File: src/rtl/prefix_sum_stage.sv
// Final stage of the parallel-prefix adder: turns group generate/propagate terms into
// sum/carry/overflow, chains the carry across beats, and buffers results in a 2-entry FIFO.
module prefix_sum_stage #(
    parameter int WIDTH = 8
) (
    input  logic             clk,
    input  logic             rst_n,
    input  logic             in_valid,
    output logic             in_ready,
    input  logic             in_first,
    input  logic             in_last,
    input  logic             cin,
    input  logic [WIDTH-1:0] prop_bit,
    input  logic [WIDTH-1:0] grp_gen,
    input  logic [WIDTH-1:0] grp_prop,
    output logic             out_valid,
    input  logic             out_ready,
    output logic [WIDTH-1:0] sum,
    output logic             cout,
    output logic             ovf,
    output logic             out_last
);

    typedef struct packed {
        logic [WIDTH-1:0] sum;
        logic             cout;
        logic             ovf;
        logic             last;
    } beat_t;

    beat_t       mem_q [2];
    beat_t       mem_d [2];
    logic        wr_ptr_q, wr_ptr_d;
    logic        rd_ptr_q, rd_ptr_d;
    logic [1:0]  count_q, count_d;
    logic        carry_q, carry_d;

    logic             ci;
    logic [WIDTH-1:0] carry_vec;
    beat_t            res;
    logic             push;
    logic             pop;
    beat_t            head;

    // Group terms assume zero carry-in, so the real carry-in is folded in once per bit.
    always_comb begin
        // NOTE: every always_comb output gets a default first so no path can infer a latch.
        carry_vec    = '0;
        ci           = in_first ? cin : carry_q;
        carry_vec[0] = ci;
        for (int i = 1; i < WIDTH; i++) begin
            carry_vec[i] = grp_gen[i-1] | (grp_prop[i-1] & ci);
        end
        res.sum  = prop_bit ^ carry_vec;
        res.cout = grp_gen[WIDTH-1] | (grp_prop[WIDTH-1] & ci);
        res.ovf  = carry_vec[WIDTH-1] ^ res.cout;
        res.last = in_last;
    end

    assign in_ready  = (count_q != 2'd2);
    assign out_valid = (count_q != 2'd0);
    assign push      = in_valid & in_ready;
    assign pop       = out_valid & out_ready;

    always_comb begin
        mem_d    = mem_q;
        wr_ptr_d = wr_ptr_q;
        rd_ptr_d = rd_ptr_q;
        count_d  = count_q;
        carry_d  = carry_q;
        if (push) begin
            mem_d[wr_ptr_q] = res;
            wr_ptr_d        = ~wr_ptr_q;
            carry_d         = in_last ? 1'b0 : res.cout;
        end
        if (pop) begin
            rd_ptr_d = ~rd_ptr_q;
        end
        unique case ({push, pop})
            2'b10:   count_d = count_q + 2'd1;
            2'b01:   count_d = count_q - 2'd1;
            default: count_d = count_q;
        endcase
    end

    always_ff @(posedge clk or negedge rst_n) begin
        if (!rst_n) begin
            // NOTE: the storage is reset too, because the head entry drives the outputs
            // directly and they must read zero straight out of reset.
            for (int i = 0; i < 2; i++) begin
                mem_q[i] <= '0;
            end
            wr_ptr_q <= 1'b0;
            rd_ptr_q <= 1'b0;
            count_q  <= 2'd0;
            carry_q  <= 1'b0;
        end else begin
            // NOTE: non-blocking assignments keep every flop sampling pre-edge values.
            mem_q    <= mem_d;
            wr_ptr_q <= wr_ptr_d;
            rd_ptr_q <= rd_ptr_d;
            count_q  <= count_d;
            carry_q  <= carry_d;
        end
    end

    assign head     = mem_q[rd_ptr_q];
    assign sum      = head.sum;
    assign cout     = head.cout;
    assign ovf      = head.ovf;
    assign out_last = head.last;

endmodule

File: config.mk
export PLATFORM = sky130hd
export DESIGN_NAME = prefix_sum_stage
export DESIGN_NICKNAME = d
export VERILOG_FILES = /design/src/rtl/prefix_sum_stage.sv
export SDC_FILE = /design/constraint.sdc
export NUM_CORES = 1
export LEC_CHECK = 0
export BUFFER_PORTS_ARGS = -buffer_cell sky130_fd_sc_hd__buf_2
export CELL_PAD_IN_SITES_DETAIL_PLACEMENT = 1
export CELL_PAD_IN_SITES_GLOBAL_PLACEMENT = 1
export CORE_MARGIN = 1
export CORE_UTILIZATION = 40
export DETAILED_ROUTE_END_ITERATION = 8
export GPL_ROUTABILITY_DRIVEN = 0
export MAX_ROUTING_LAYER = met4
export PLACE_DENSITY_LB_ADDON = 0.2
export SLEW_MARGIN = 10
export SYNTH_ARGS = -nofsm -noshare
export SYNTH_HDL_FRONTEND = slang
export SYNTH_SLANG_ARGS = --single-unit
File: constraint.sdc
create_clock -name clk -period 4.4 [get_ports clk]
set_input_delay 0.88 -clock clk [delete_from_list [all_inputs] [get_ports clk]]
set_output_delay 0.88 -clock clk [all_outputs]
set_load 0.1 [all_outputs]
==> results by group <==
Die
  – Die area: 0.00345 mm^2
  – Boundary Pins: 44
  – Die height: 58.8 um
  – Die Wd: 58.8 um
  – Initial cell density of the core: 42.2%
  – Row count: 20
  – Core area: 0.00305 mm^2

CTS
  – Hold_buf cts: 0
  – CTS Buf Count: 3
  – CTS clock-pin slew for the worst setup and hold paths: 0.14 ns
  – Clock Sinks: 27
  – PostCTS Resize Cnt: 0
  – Postcts setup bufs: 0
  – Clk_lat worst skew: roughly 0.31 ns
  – Deepest clock path buffer count: 2
  – H-tree depth: 1
  – Root Buffer: clkbuf_4
  – CTS tree: done

Synth
  – Post-Syn Instances: 119
  – Synth unique cells: 20
  – Number of flops mapped to enable cells by yosys: 0
  – Syn Nets: 151
  – Number of synthesized register bits: 27
  – Syn_area_per_cell: ~11 um^2
  – Synth area leader: dfrtp_1
  – Share of the synthesized area in the top cell type: between 50% and 60%
  – Largest cells by area after synthesis: dfrtp_1 (52%), mux2_2 (11%), o21ai_0 (7.0%)
  – Count leader, synth: dfrtp_1
  – Synth warnings: 0
  – Sequential area share after synthesis: ~52%
  – Top_reg_cell synth: dfrtp_1
  – Post-Syn Area: 0.00129 mm^2
  – Share of flip-flops with an asynchronous set or reset: 100%
  – Commonest cells in the netlist: dfrtp_1 (27), nand2_1 (24), o21ai_0 (18)

STA
  – Final Critical Period: 2.63 ns
  – Final Setup Violations: 0
  – Setup TNS: 0 ns
  – Final Skew: roughly 0.0023 ns
  – Max Fclk: between 0.3 and 0.4 GHz
  – Worst-Margin Slew: 0.842 ns
  – Slew Viols, Final: 0
  – Slew margin rel.: 43.7%
  – Hold Vio Cnt, Final: 0
  – RSZ-0062 raised after global routing: false
  – Final worst path period share: 59.9%

Detailed routing
  – DR iter-0 viols: 21
  – Via count: between 1000 and 1500
  – Routed WL per cell: between 10 and 15 um
  – Via density: 4.92
  – ANT nets after route: 0
  – Drt pass-1 iters: 4
  – DR DRC count: 0
  – Total Wirelength: ~2800 um

Cells and area
  – Share of layout cells above drive strength 1: 40.4%
  – Number of antenna cells inserted: 0
  – Final nets: 194
  – Area Growth Syn to Fin: 21.3%

Critical path
  – Worst Path Max Fanout: 12
  – Worst Path Buf+Inv: 1
  – Worst EP arrival: 1.75 ns
  – CP delay by family, top: flip-flops
  – Max stage delay cell, worst path: dfrtp_1
  – WS Path Type: reg -> out
  – CP Launch Type: flip-flop
  – Critical path capture point type: output pin
  – Worst Path Required: 3.52 ns
  – Crit path largest cell delay: 0.74 ns
  – Worst path cell trace: mux2_2 > buf_2

Job
  – Max cap viols: 0

GRT
  – GRT Overall Usage: approximately a fifth
  – Antenna violations before repair: 0
  – Largest net degree at the start of global routing: 28
  – First-pass GRT wire length: 4750 um
  – Vias in the first global route: 1056
  – Grt total ovfl: 0

Place
  – IO Port Bufs: 43
  – Dpl hpwl: 2090 um

Status
  – Status: complete, no violations

Min path
  – Worst hold-check path type: reg -> reg
worst paths after layout:
path                       startpoint        end  slack, ns  cells after the start
max                          rd_ptr_q        ovf       1.77                      2
min                          mem_q[4]   mem_q[4]       0.50                      2
max reg2reg                count_q[0]  mem_q[11]       2.57                      3
min reg2reg                  mem_q[4]   mem_q[4]       0.50                      2
max in group asynchronous       rst_n  mem_q[18]       3.46                      1
min in group asynchronous       rst_n  mem_q[19]       0.56                      1
worst register-to-register path, stage by stage, from the launching register on:
cell	delay, ns
dfrtp_1	0.44
nand2b_1	0.19
nand3b_1	0.59
mux2_2	0.51
sequential cells by signal (all words and copies together) (netlist names):
signal / count
rd_ptr_q: 1
mem_q: 22
carry_q: 1
count_q: 2
wr_ptr_q: 1
stage by stage:
stage | instances | utilization [%] | setup slack, ns | area, um^2 | hold WS [ns]
4_1_cts | 205 | 51.2 | 1.75 | 1560 | 0.506
3_3_place_gp | 201 | 50.3 | 2.16 | 1540 | 0.456
2_1_floorplan | 119 | - | 2.25 | 1290 | 0.444
6_report | 205 | 51.2 | 1.77 | 1560 | 0.504
3_5_place_dp | 201 | 50.3 | 2.12 | 1540 | 0.473
5_1_grt | 205 | 51.2 | 1.67 | 1560 | 0.527
cell type report:
type / count / area, um^2
Clock buffer: 4 / 26.3
Multi-Input combinational cell: 87 / 591
Fill cell: 365 / 1490
Timing Repair Buffer: 43 / 215
Tap cell: 44 / 55.1
Sequential cell: 27 / 676
per-layer routing:
| metal | part of all wire [%] | GRT usage [%] |
|---|---|---|
| met5 | 0 | - |
| met4 | 0.50 | 5.10 |
| met3 | 3.6 | 1.98 |
| met2 | 52 | 33.3 |
| met1 | 44 | 23.3 |
cells by family (layout without fill, tap and decap cells):
| group | after synthesis | count (layout) | synth area share (%) |
|---|---|---|---|
| and+or+nand+nor | 30 | 30 | 9.71 |
| AOI/OAI and AO/OA | 29 | 29 | 13.8 |
| DFF | 27 | 27 | 52.4 |
| muxes | 14 | 14 | 12.5 |
| xor gates and xnor gates | 13 | 13 | 8.84 |
| buffers and inverters | 5 | 47 | 1.75 |
| adders and majority gates | 1 | 1 | 0.971 |
cells in the final DEF, fill, tap and decap left out, drive strengths merged, types with 4 or more instances in the layout:
cell	instances
buf	43
dfrtp	27
nand2	24
o21ai	20
mux2	14
xor2	9
a21oi	8
xnor2	4
clkbuf	4
Power is not shown: default switching activity piles up to over one toggle a cycle in this logic, so the estimate is an artifact.
